### src/rtl/seq_pkg.sv
// Shared definitions for the serial pattern generator and its matching detector.
package seq_pkg;

  typedef enum logic [1:0] {
    IDLE  = 2'd0,
    SEND  = 2'd1,
    GAPST = 2'd2
  } state_t;

  localparam logic [3:0] SEQ_PATTERN = 4'b0110;

  // Counter width able to index 0..n-1, never narrower than one bit.
  function automatic int cnt_width(input int n);
    return (n < 2) ? 1 : $clog2(n);
  endfunction

endpackage

### src/rtl/seq_generator_piso.sv
// W-bit parallel-in serial-out shift register; load wins over shift, MSB leaves first.
module piso_reg #(
  parameter int W = 4
) (
  input  logic         clk,
  input  logic         rst_n,
  input  logic         load_i,
  input  logic         shift_i,
  input  logic [W-1:0] din_i,
  output logic         msb_o
);

  logic [W-1:0] shreg_q;
  logic [W-1:0] shreg_d;
  logic [W-1:0] shifted;

  assign shifted[0] = 1'b0;
  generate
    for (genvar gi = 1; gi < W; gi++) begin : g_shift
      assign shifted[gi] = shreg_q[gi-1];
    end
  endgenerate

  always_comb begin
    shreg_d = shreg_q;
    if (load_i) begin
      shreg_d = din_i;
    end else if (shift_i) begin
      shreg_d = shifted;
    end
  end

  always_ff @(posedge clk or negedge rst_n) begin
    if (!rst_n) begin
      shreg_q <= '0;
    end else begin
      shreg_q <= shreg_d;
    end
  end

  assign msb_o = shreg_q[W-1];

endmodule

### src/rtl/seq_generator.sv
// Serial pattern transmitter: sends a latched W-bit pattern MSB-first, N times,
// with optional idle gaps between passes. All outputs come straight from flops.
module seq_generator
  import seq_pkg::*;
#(
  parameter int W     = 4,
  parameter int CNT_W = 4,
  parameter int GAP   = 0
) (
  input  logic             clk,
  input  logic             reset,
  input  logic             start,
  input  logic [W-1:0]     pattern,
  input  logic [CNT_W-1:0] reps,
  output logic             x,
  output logic             x_valid,
  output logic             busy,
  output logic             done
);

  localparam int BIT_W = cnt_width(W);
  localparam int GAP_W = cnt_width(GAP);
  localparam logic [BIT_W-1:0] BIT_LAST = BIT_W'(W - 1);
  localparam logic [GAP_W-1:0] GAP_LAST = GAP_W'((GAP > 0) ? GAP - 1 : 0);

  state_t           state_q, state_d;
  logic [W-1:0]     pat_q, pat_d;
  logic [CNT_W-1:0] rep_q, rep_d;
  logic [BIT_W-1:0] bit_q, bit_d;
  logic [GAP_W-1:0] gap_q, gap_d;
  logic             x_q, x_d;
  logic             x_valid_q, x_valid_d;
  logic             busy_q, busy_d;
  logic             done_q, done_d;

  logic             piso_load;
  logic             piso_shift;
  logic             piso_msb;
  logic [W-1:0]     src_pat;
  logic [W-1:0]     piso_din;

  // The MSB goes straight to x on load, so the shifter only holds the bits still to come.
  assign src_pat  = (state_q == IDLE) ? pattern : pat_q;
  assign piso_din = {src_pat[W-2:0], 1'b0};

  piso_reg #(
    .W (W)
  ) u_piso (
    .clk     (clk),
    .rst_n   (reset),
    .load_i  (piso_load),
    .shift_i (piso_shift),
    .din_i   (piso_din),
    .msb_o   (piso_msb)
  );

  always_comb begin
    state_d    = state_q;
    pat_d      = pat_q;
    rep_d      = rep_q;
    bit_d      = bit_q;
    gap_d      = gap_q;
    x_d        = 1'b0;
    x_valid_d  = 1'b0;
    busy_d     = 1'b0;
    done_d     = 1'b0;
    piso_load  = 1'b0;
    piso_shift = 1'b0;

    case (state_q)
      IDLE: begin
        if (start) begin
          pat_d     = pattern;
          rep_d     = (reps == '0) ? CNT_W'(1) : reps;
          bit_d     = '0;
          x_d       = pattern[W-1];
          x_valid_d = 1'b1;
          busy_d    = 1'b1;
          piso_load = 1'b1;
          state_d   = SEND;
        end
      end

      SEND: begin
        if (bit_q != BIT_LAST) begin
          x_d        = piso_msb;
          x_valid_d  = 1'b1;
          busy_d     = 1'b1;
          piso_shift = 1'b1;
          bit_d      = bit_q + 1'b1;
        end else begin
          rep_d = rep_q - 1'b1;
          if (rep_q == CNT_W'(1)) begin
            state_d = IDLE;
            done_d  = 1'b1;
          end else if (GAP > 0) begin
            state_d = GAPST;
            gap_d   = '0;
            busy_d  = 1'b1;
          end else begin
            // Back-to-back pass: next MSB follows the last bit with no dead cycle.
            x_d       = pat_q[W-1];
            x_valid_d = 1'b1;
            busy_d    = 1'b1;
            piso_load = 1'b1;
            bit_d     = '0;
          end
        end
      end

      GAPST: begin
        busy_d = 1'b1;
        if (gap_q == GAP_LAST) begin
          x_d       = pat_q[W-1];
          x_valid_d = 1'b1;
          piso_load = 1'b1;
          bit_d     = '0;
          state_d   = SEND;
        end else begin
          gap_d = gap_q + 1'b1;
        end
      end

      default: begin
        state_d = IDLE;
      end
    endcase
  end

  always_ff @(posedge clk or negedge reset) begin
    if (!reset) begin
      state_q   <= IDLE;
      pat_q     <= '0;
      rep_q     <= '0;
      bit_q     <= '0;
      gap_q     <= '0;
      x_q       <= 1'b0;
      x_valid_q <= 1'b0;
      busy_q    <= 1'b0;
      done_q    <= 1'b0;
    end else begin
      state_q   <= state_d;
      pat_q     <= pat_d;
      rep_q     <= rep_d;
      bit_q     <= bit_d;
      gap_q     <= gap_d;
      x_q       <= x_d;
      x_valid_q <= x_valid_d;
      busy_q    <= busy_d;
      done_q    <= done_d;
    end
  end

  assign x       = x_q;
  assign x_valid = x_valid_q;
  assign busy    = busy_q;
  assign done    = done_q;

endmodule

### config.mk
export PLATFORM = sky130hd
export DESIGN_NAME = seq_generator
export DESIGN_NICKNAME = d
export VERILOG_FILES = /design/src/rtl/seq_pkg.sv /design/src/rtl/seq_generator_piso.sv /design/src/rtl/seq_generator.sv
export SDC_FILE = /design/constraint.sdc
export NUM_CORES = 1
export LEC_CHECK = 0
export ABC_AREA = 1
export CAP_MARGIN = 10
export CORE_UTILIZATION = 30
export CTS_BUF_LIST = sky130_fd_sc_hd__clkbuf_4 sky130_fd_sc_hd__clkbuf_8 sky130_fd_sc_hd__clkbuf_16
export DETAILED_ROUTE_END_ITERATION = 8
export SETUP_SLACK_MARGIN = 0.3
export SLEW_MARGIN = 30
export SYNTH_ARGS = -nofsm -noshare
export SYNTH_HDL_FRONTEND = slang
export SYNTH_SLANG_ARGS = --single-unit
### constraint.sdc
create_clock -name clk -period 1.26 [get_ports clk]
set_input_delay 0.378 -clock clk [delete_from_list [all_inputs] [get_ports clk]]
set_output_delay 0.378 -clock clk [all_outputs]
set_load 0.1 [all_outputs]
* After elaboration in Yosys (flattened, before gate mapping)
Index checks and enable logic that the tools add are counted.
Widths: inputs -> output; s select.
** Word-level totals
- Output and inout port bits :: 4
- Word-level logic and storage cells :: 67
- Flip-flop bits (word level) :: 21
- Input port bits :: 11
** Operators by class
- Eq/ne operators :: 9
- Add/subtract/negate cells :: 3
- Reduce and logical (&&, ||, !) cells :: 9
- Muxes and demuxes :: 36
** Operator list (number)
- $mux 4 :: 5
- $mux 2 :: 8
- $mux 1 :: 15
- $pmux 1 s3 :: 4
- $pmux 2 s3 :: 2
- $ne 2x2->1 const B :: 5
- $pmux 4 s2 :: 1
- $reduce_and 4->1 :: 2
- $eq 4x1->1 const B :: 1
- $logic_not 4->1 :: 1
- $reduce_bool 2->1 :: 2
- $sub 4x1->4 const B :: 1
- $mux 3 :: 1
- $ne 3x3->1 const B :: 1
- $reduce_and 3->1 :: 1
- $reduce_bool 3->1 :: 1
- $add 2x1->2 const B :: 1
- $eq 2x1->1 const B :: 1
- $eq 2x2->1 const B :: 1
- $logic_not 2->1 :: 1
- $reduce_and 2->1 :: 1
- $add 1x1->1 const B :: 1

* Depth between registers and ports, before layout
- Word-level depth :: 5
- Mapped depth :: 8
- Depth with buffers taken out :: 8

* Modules after synthesis
A second synthesis with hierarchy kept.
** Second synthesis, totals
- Cells, all modules :: 114
- Area total of the unflattened synthesis :: 930.9 um^2
** By module, submodules not included
- seq_generator :: sequential area each 350.3 um^2, area an instance 757.0 um^2, instances 1, cells each 93
- piso_reg :: sequential area each 100.1 um^2, area an instance 173.9 um^2, instances 1, cells each 21

* Least setup slack after synthesis
OpenSTA, ideal clock, no wires.
- Kind :: register to output
- Start point :: reg busy (netlist name)
- End point :: out x_valid
- Setup slack :: -442 ps
- Cell stages (with the launch flop) :: 2
- Path buffers :: 1
- Data arrival time :: 1324 ps
- Data required time :: 882 ps
- Cell sequence :: dfrtp_1 -> buf_4
** RTL lines
- end: declaration :: RTL line seq_generator.sv:16 : output logic x_valid,

* Worst setup path after layout
- Start point :: reg busy_q, in the netlist busy
- End point :: out busy
** RTL lines
- start: declaration :: RTL line seq_generator.sv:33 : logic busy_q, busy_d;
- start signal: assignment :: RTL line seq_generator.sv:149 : busy_q <= busy_d;
- end: declaration :: RTL line seq_generator.sv:17 : output logic busy,
No word-level cell between the ends.

==> flow_summary.toml <==
[outcome]
status = "finished with violations"
violations = "negative setup slack"

[cts]
cts_buffers = 3
clock_latency_ns = 0.30
clkTransAtPathRegs_ns = 0.10
cts_root_buffer = "clkbuf_4"
postCtsHoldBufs = 0
h-tree-depth = 1
clock_sinks = 17
cts_tree = "done"
clockBufferDepth = 2

[power_and_ir_drop]
p_sw_w = 0.001902
pwr-share-seq = 0.265
p_leak_nw = 0.7002
p_int_w = 0.002193
swShare = 0.4644
pwr-share-comb = 0.655
ir_worst_vdd_mv = 1.018
p_clk_frac = 0.081
p_per_area_mw_per_mm2 = 2545

[route]
drt_iter0_drc = 10
wl_met3_um = 67
drt-met1-wl_mm = 1.015
wirelength_mm = 2.282
wl_met2_mm = 1.148
top_layer_used = "met4"
wire_per_inst_um = 12.20
drc = 0
via_count = 868
first_pass_iters = 4
viasPerCell = 4.642
drtAntennaViolNets = 0

[cells_and_area]
instances_no_fill = 187
antenna_cells = 0
syn_to_final_growth_pct = 66.58
layout-drive-gt1-share = 0.5315
fin_area_mm2 = 0.001609
mostFrequentLayoutCell = "nand2_1"
mostFrequentLayoutCells = "nand2_1, nand2_2, dfrtp_1, clkdlybuf4s50_1, buf_12"
nets = 159
fillers = 282

[setup_path]
crit_chain = "buf_12"
critPathTopFamily = "flip-flops"
arrival_ns = 1.00
required_ns = 0.88
critPathMaxStageDelay_ns = 0.52
ff2ff_setup_slack_ns = 0.06
slowest_stage = "dfrtp_4"
crit_cells = 1
crit_buf_inv = 1
rr_worst_depth = 7
r2r_start = "state_q[0]"
reg2reg_to = "u_piso.shreg_q[3]"
cp_max_fo = 2
critical_path_class = "register to primary output"
worstSetupStartpointType = "register"
endpoint_kind = "primary output"

[timing]
relSlewSlack = 0.6955
fin_skew_ns = 0.003243
max_slew.worst_pin.slew_ns = 0.4568
setup_viol = 4
worst_slack_ns = -0.1137
rsz0062_at_grt = "yes"
fmax_mhz = 727.9
hold_violations = 0
post-route-min-period_ns = 1.374
slew_viol_final = 0
min_period_over_period = 1.090

[placement]
place_congestion = 0.7752
place_inst = 168
dpl_cell_area_mm2 = 0.001274
port_buffers = 14
place_hpwl_mm = 1.383

[floorplan]
core-area_mm2 = 0.003053
dieWidth_um = 58.74
row_count = 20
die_h_um = 58.74
start_util = 0.3164
die-area_mm2 = 0.003450
io_pins = 15

[min_path]
worstHoldPathType = "primary input to asynchronous set/reset pin"

[yosys]
yosysUniqueCellTypes = 24
synth-seq-cells = 17
seq_area_frac_synth = 0.4404
synth_cells = 112
synth.avg_cell_area_um2 = 8.624
syn_nets = 127
yosys_warnings = 0
syn-cell-area_um2 = 965.9

[job]
cap_violations = 0

[global_routing]
grt_overflow = 0
grt_pass1_vias = 914
antenna_found_initial = 0
grt_max_degree = 18
grt_use_total = 0.1586
grt_pass1_wl_mm = 4.043
==> cell type report <==
class                      instances  area, um^2  area share
inverter                          11       66.31     0.04121
tap                               44       55.05     0.03421
timing repair buffer              30       379.1      0.2356
sequential                        17       440.4      0.2737
clock buffer                       4       30.03     0.01866
multi-input combinational         81       638.1      0.3966
==> registers in the layout, indices dropped and copies added (netlist names) <==
| name | count |
|---|---|
| bit_q | 2 |
| busy | 1 |
| done | 1 |
| pat_q | 4 |
| rep_q | 4 |
| state_q | 1 |
| u_piso.shreg_q | 3 |
| x | 1 |
==> metal layers <==
layer	global-route usage	vias up
met5	0	-
met4	0.09524	0
met3	0.03297	5
met2	0.2614	16
met1	0.1893	421
li1	-	426
==> repair_timing <==
item / in CTS / in global routing
cloned: 2 / 0
gates resized for setup: 25 / 24
endpoints found under the setup margin: 20 / 21
pin swaps: 15 / 10
buffers inserted: 10 / 3
hold endpoints to repair: 0 / 0
==> kinds of logic after synthesis <==
logic type | after synthesis | share of synthesized area
fa+ha+maj | 4 | 0.05182
xor+xnor | 1 | 0.009069
buf+inv | 15 | 0.09714
simple gates | 58 | 0.2876
compound gates | 17 | 0.1140
flops | 17 | 0.4404
==> power groups by stage <==
stage	registers [W]	logic (W)	clock network, W
after floorplan	0.00119	0.00135	0
after global placement	0.00102	0.00190	0
after detailed placement	0.00103	0.00196	0
after CTS	0.00104	0.00247	0.000343
after global routing	0.00111	0.00290	0.000376
final	0.00108	0.00268	0.000330
==> worst max path at each step <==
stage,startpoint,to,slack (ns)
5_1_grt,busy,busy,-0.15
2_1_floorplan,busy,x_valid,0.05
6_report,busy,busy,-0.11
4_1_cts,busy,busy,-0.13
3_5_place_dp,start,rep_q[2],-0.29
3_3_place_gp,start,u_piso.shreg_q[3],-0.27
==> metrics by stage <==
| step | utilization | hold slack (ns) | setup slack [ns] | total power [W] | setup TNS [ns] |
|---|---|---|---|---|---|
| 2_1_floorplan | - | 0.08241 | 0.05327 | 0.002540 | 0 |
| 3_3_place_gp | 0.4172 | 0.4797 | -0.2713 | 0.002924 | -3.155 |
| 3_5_place_dp | 0.4172 | 0.4843 | -0.2884 | 0.002993 | -3.394 |
| 4_1_cts | 0.4963 | 0.3925 | -0.1255 | 0.003853 | -0.4443 |
| 5_1_grt | 0.5270 | 0.3937 | -0.1503 | 0.004393 | -0.5962 |
| 6_report | 0.5270 | 0.3945 | -0.1137 | 0.004095 | -0.3977 |
==> synth_stat cells <==
| library cell | number | area [um^2] |
|---|---|---|
| nand4_1 | 3 | 18.77 |
| o21ai_0 | 9 | 45.04 |
| nand2_4 | 1 | 11.26 |
| buf_8 | 1 | 15.01 |
| buf_4 | 1 | 7.510 |
| nor2_1 | 10 | 37.54 |
| a21oi_1 | 2 | 10.01 |
| nand2_2 | 3 | 18.77 |
| o21ai_2 | 3 | 26.28 |
| nand3b_1 | 2 | 15.01 |
| nand2_8 | 1 | 20.02 |
| nand2_1 | 31 | 116.4 |
| inv_1 | 9 | 33.78 |
| ha_1 | 4 | 50.05 |
| nand3_1 | 6 | 30.03 |
| nand3_2 | 1 | 10.01 |
| inv_8 | 1 | 11.26 |
| buf_6 | 2 | 22.52 |
| o211ai_1 | 1 | 7.510 |
| inv_2 | 1 | 3.750 |
| xor2_1 | 1 | 8.760 |
| o21ai_4 | 1 | 16.27 |
| o21ai_1 | 1 | 5.000 |
| dfrtp_1 | 17 | 425.4 |
(Power assumes the default switching activity.)
==> RTL change: new RTL, same flow settings <==
Reset style: synchronous (`reset` and `rst_n`), changed in 2 clocked blocks.
--- a/src/rtl/seq_generator_piso.sv
+++ b/src/rtl/seq_generator_piso.sv
@@ -30,7 +30,7 @@
     end
   end
 
-  always_ff @(posedge clk or negedge rst_n) begin
+  always_ff @(posedge clk) begin
     if (!rst_n) begin
       shreg_q <= '0;
     end else begin
--- a/src/rtl/seq_generator.sv
+++ b/src/rtl/seq_generator.sv
@@ -127,7 +127,7 @@
     endcase
   end
 
-  always_ff @(posedge clk or negedge reset) begin
+  always_ff @(posedge clk) begin
     if (!reset) begin
       state_q   <= IDLE;
       pat_q     <= '0;
Formal check against the unedited RTL: differs if reset is asserted again (counterexample within 4 cycles, from zero or initial values and one cycle with reset low); with reset held inactive, the same outputs for 10 cycles.
==> RTL change against the original RTL <==
- largest cell class unchanged
- register-to-register slack better by 0.03 ns
- routed wire length up 7.6%
- synthesized cell count up 8.0%
- sequential cell count unchanged
- setup slack better by 0.13 ns
- sequential share of layout area down 5.5 points
- final area up 3.7%
- synthesized area down 5.6%
- highest routed layer unchanged
- non-clock buffer count up 10
- cell count up 2.7%
- the run ends with design-rule violations left
- clock skew up 0.0021 ns
Power is left out: it rests on default switching activity, and per cell area and clock period it moved more than threefold.
==> RTL change: results (changes against the original RTL) <==
Parameter                              Value

Clock network
  CTS root buffer ... clkbuf_4 (unchanged)
  Clock-pin slew on the worst setup and hold paths ... 0.11 ns
  H-tree levels ... 1 (unchanged)
  Bufs on Longest Clock Path ... 2 (unchanged)
  Later-pin clock latency in the skew report ... 0.30 ns (about the same)

Global routing
  Via count of the first global-routing pass ... 914 (unchanged)
  Grt met1 use ... 0.165 (was 0.189)
  Antenna violations before repair ... 0 (unchanged)
  Met3 Usage GRT ... 0.0431 (was 0.0330)
  Global-route wire length before repair ... 3860 um (was 4040 um)
  Maximum number of pins on one net before global-route repair ... 11 (was 18)
  Fraction of met2 tracks used by global routing ... 0.284 (was 0.261)
  Overall Global Routing Usage ... 0.154 (was 0.159)

Logic synthesis
  Seq/Total Area, Yosys ... 0.373 (was 0.440)
  Number of distinct standard cells referenced by the synthesized netlist ... 25 (was 24)
  Leading cell types by total area after synthesis ... dfxtp_1 (37%), nand2_1 (9.5%), a21oi_1 (6.6%), ha_1 (5.5%), nand3_1 (5.5%) (was dfrtp_1 (44%), nand2_1 (12%), ha_1 (5.2%), o21ai_0 (4.7%), nor2_1 (3.9%))
  Ranking of synthesized cells by instance count ... nand2_1 (23), dfxtp_1 (17), inv_1 (13) (was nand2_1 (31), dfrtp_1 (17), nor2_1 (10))
  Proportion of synthesized flip-flops having asynchronous set or reset ... 0 (was 1.00)
  Most common flop cell mapped by yosys ... dfxtp_1 (was dfrtp_1)
  Net count of the mapped netlist ... 136 (was 127)

Routing
  Count of vias placed by the detailed router ... 951 (was 868)
  Total iterations of the first detailed-routing run ... 6 (was 4)
  Aggregate routed wire length ... 2460 um (was 2280 um)
  Number of remaining DRC errors ... 4 (was 0)
  Initial detailed-routing violation count ... 36 (was 10)

Setup path
  Setup slack of the most critical reg-to-reg path ... 0.09 ns (was 0.06 ns)
  CP Max Fanout ... 2 (unchanged)
  Reg-to-Reg Start ... bit_q[0]$_SDFFE_PN0P_ (was state_q[0]$_DFFE_PN0P_)
  Family of cells with the greatest summed delay on the critical path ... flip-flops (unchanged)
  Worst path max stage delay ... 0.39 ns (was 0.52 ns)
  Cell type of the slowest stage on the worst timing path ... dfxtp_4 (was dfrtp_4)
  Critical R2R Capture ... rep_q[0]$_SDFFE_PN0P_ (was u_piso.shreg_q[3]$_DFFE_PN0P_)

Worst hold path
  Tightest Hold Check Type ... input port to flip-flop (was input port to async pin)
  Cell depth of the worst hold path ... 3

Placed design
  Count of input and output buffers ... 14 (unchanged)
  DP Wirelength ... 1560 um (was 1380 um)
  Weighted congestion reported at the end of routability-driven placement ... 0.752 (was 0.775)

Layout
  Fraction of final layout cells sized beyond drive strength 1 ... 0.609 (was 0.531)
  Fillers ... 247 (was 282)
  Layout net count ... 177 (was 159)
  Antenna diode instance count ... 0 (unchanged)

STA
  Largest clock skew in the final design ... 0.00531 ns (was 0.00324 ns)
  Worst-Margin Slew ... 0.191 ns (was 0.457 ns)

Outcome
  Status ... finished with violations (unchanged)
  Failing checks ... design-rule violations (was negative setup slack)
-- RTL change: changes by cell type in the layout (fill, tap and decap cells not counted), moves of 4 or more --
cell / before / now
dfrtp_1: 11 / 0
dfxtp_1: 0 / 9
buf_4: 6 / 14
nand2_1: 18 / 10
a21oi_2: 2 / 9
dfxtp_4: 0 / 6
inv_1: 4 / 9
nor2_4: 2 / 6
o21ai_1: 6 / 2
-- RTL change: how the worst max path moves through the flow --
stage	cells past startpoint	slack (ns)	from	to
6_report	1	0.02	x_valid$_SDFF_PN0_	busy
5_1_grt	1	-0.02	x_valid$_SDFF_PN0_	busy
3_3_place_gp	8	-0.41	start	u_piso.shreg_q[3]$_SDFFE_PN0P_
3_5_place_dp	7	-0.46	start	rep_q[2]$_SDFFE_PN0P_
4_1_cts	1	0.009	x_valid$_SDFF_PN0_	busy
2_1_floorplan	1	0.14	x_valid$_SDFF_PN0_	x_valid
-- RTL change: worst min-delay path: cells and delay by family --
| kind | cells | cell delay [ns] |
|---|---|---|
| AO/OA/AOI/OAI | 1 | 0.09 |
| buffers and inverters | 2 | 0.27 |
-- RTL change: cell families after synthesis --
logic type      synth area share
mux                       0.0110
simple gates               0.289
flops                      0.373
compound gates             0.144
xor+xnor                 0.00960
fa+ha+maj                 0.0549
buf+inv                    0.118
-- RTL change: timing repair --
| action | in CTS | in global routing |
|---|---|---|
| setup endpoints to repair | 21 | 20 |
| cloned | 2 | 0 |
| setup buffers | 12 | 3 |
| gates resized for setup | 36 | 29 |
| pin swaps | 15 | 18 |
-- RTL change: routing by layer --
| layer | vias to the layer above | wire length [um] |
|---|---|---|
| met1 | 449 | 1050 |
| met3 | 7 | 85 |
| met4 | 0 | 48 |
| li1 | 480 | - |
| met5 | - | 0 |
| met2 | 15 | 1270 |
-- RTL change: layout make-up --
type                            instances  area share
Timing Repair inverter                  1     0.00975
Timing Repair Buffer                   40       0.259
Clock buffer                            3      0.0135
Multi-Input combinational cell         83       0.427
Inverter                               16      0.0458
Sequential cell                        17       0.219
Clock inverter                          1     0.00300
Tap cell                               31      0.0233
-- RTL change: metrics by stage --
stage / worst slack (ns) / area [sq um] / setup TNS [ns] / hold slack [ns] / cells
5_1_grt: -0.0235 / 1670 / -0.0469 / 0.503 / 192
3_5_place_dp: -0.456 / 1280 / -5.88 / 0.460 / 171
4_1_cts: 0.00859 / 1540 / 0 / 0.469 / 189
2_1_floorplan: 0.139 / 1030 / 0 / 0.440 / 121
6_report: 0.0176 / 1670 / 0 / 0.472 / 192
3_3_place_gp: -0.412 / 1280 / -5.39 / 0.459 / 171
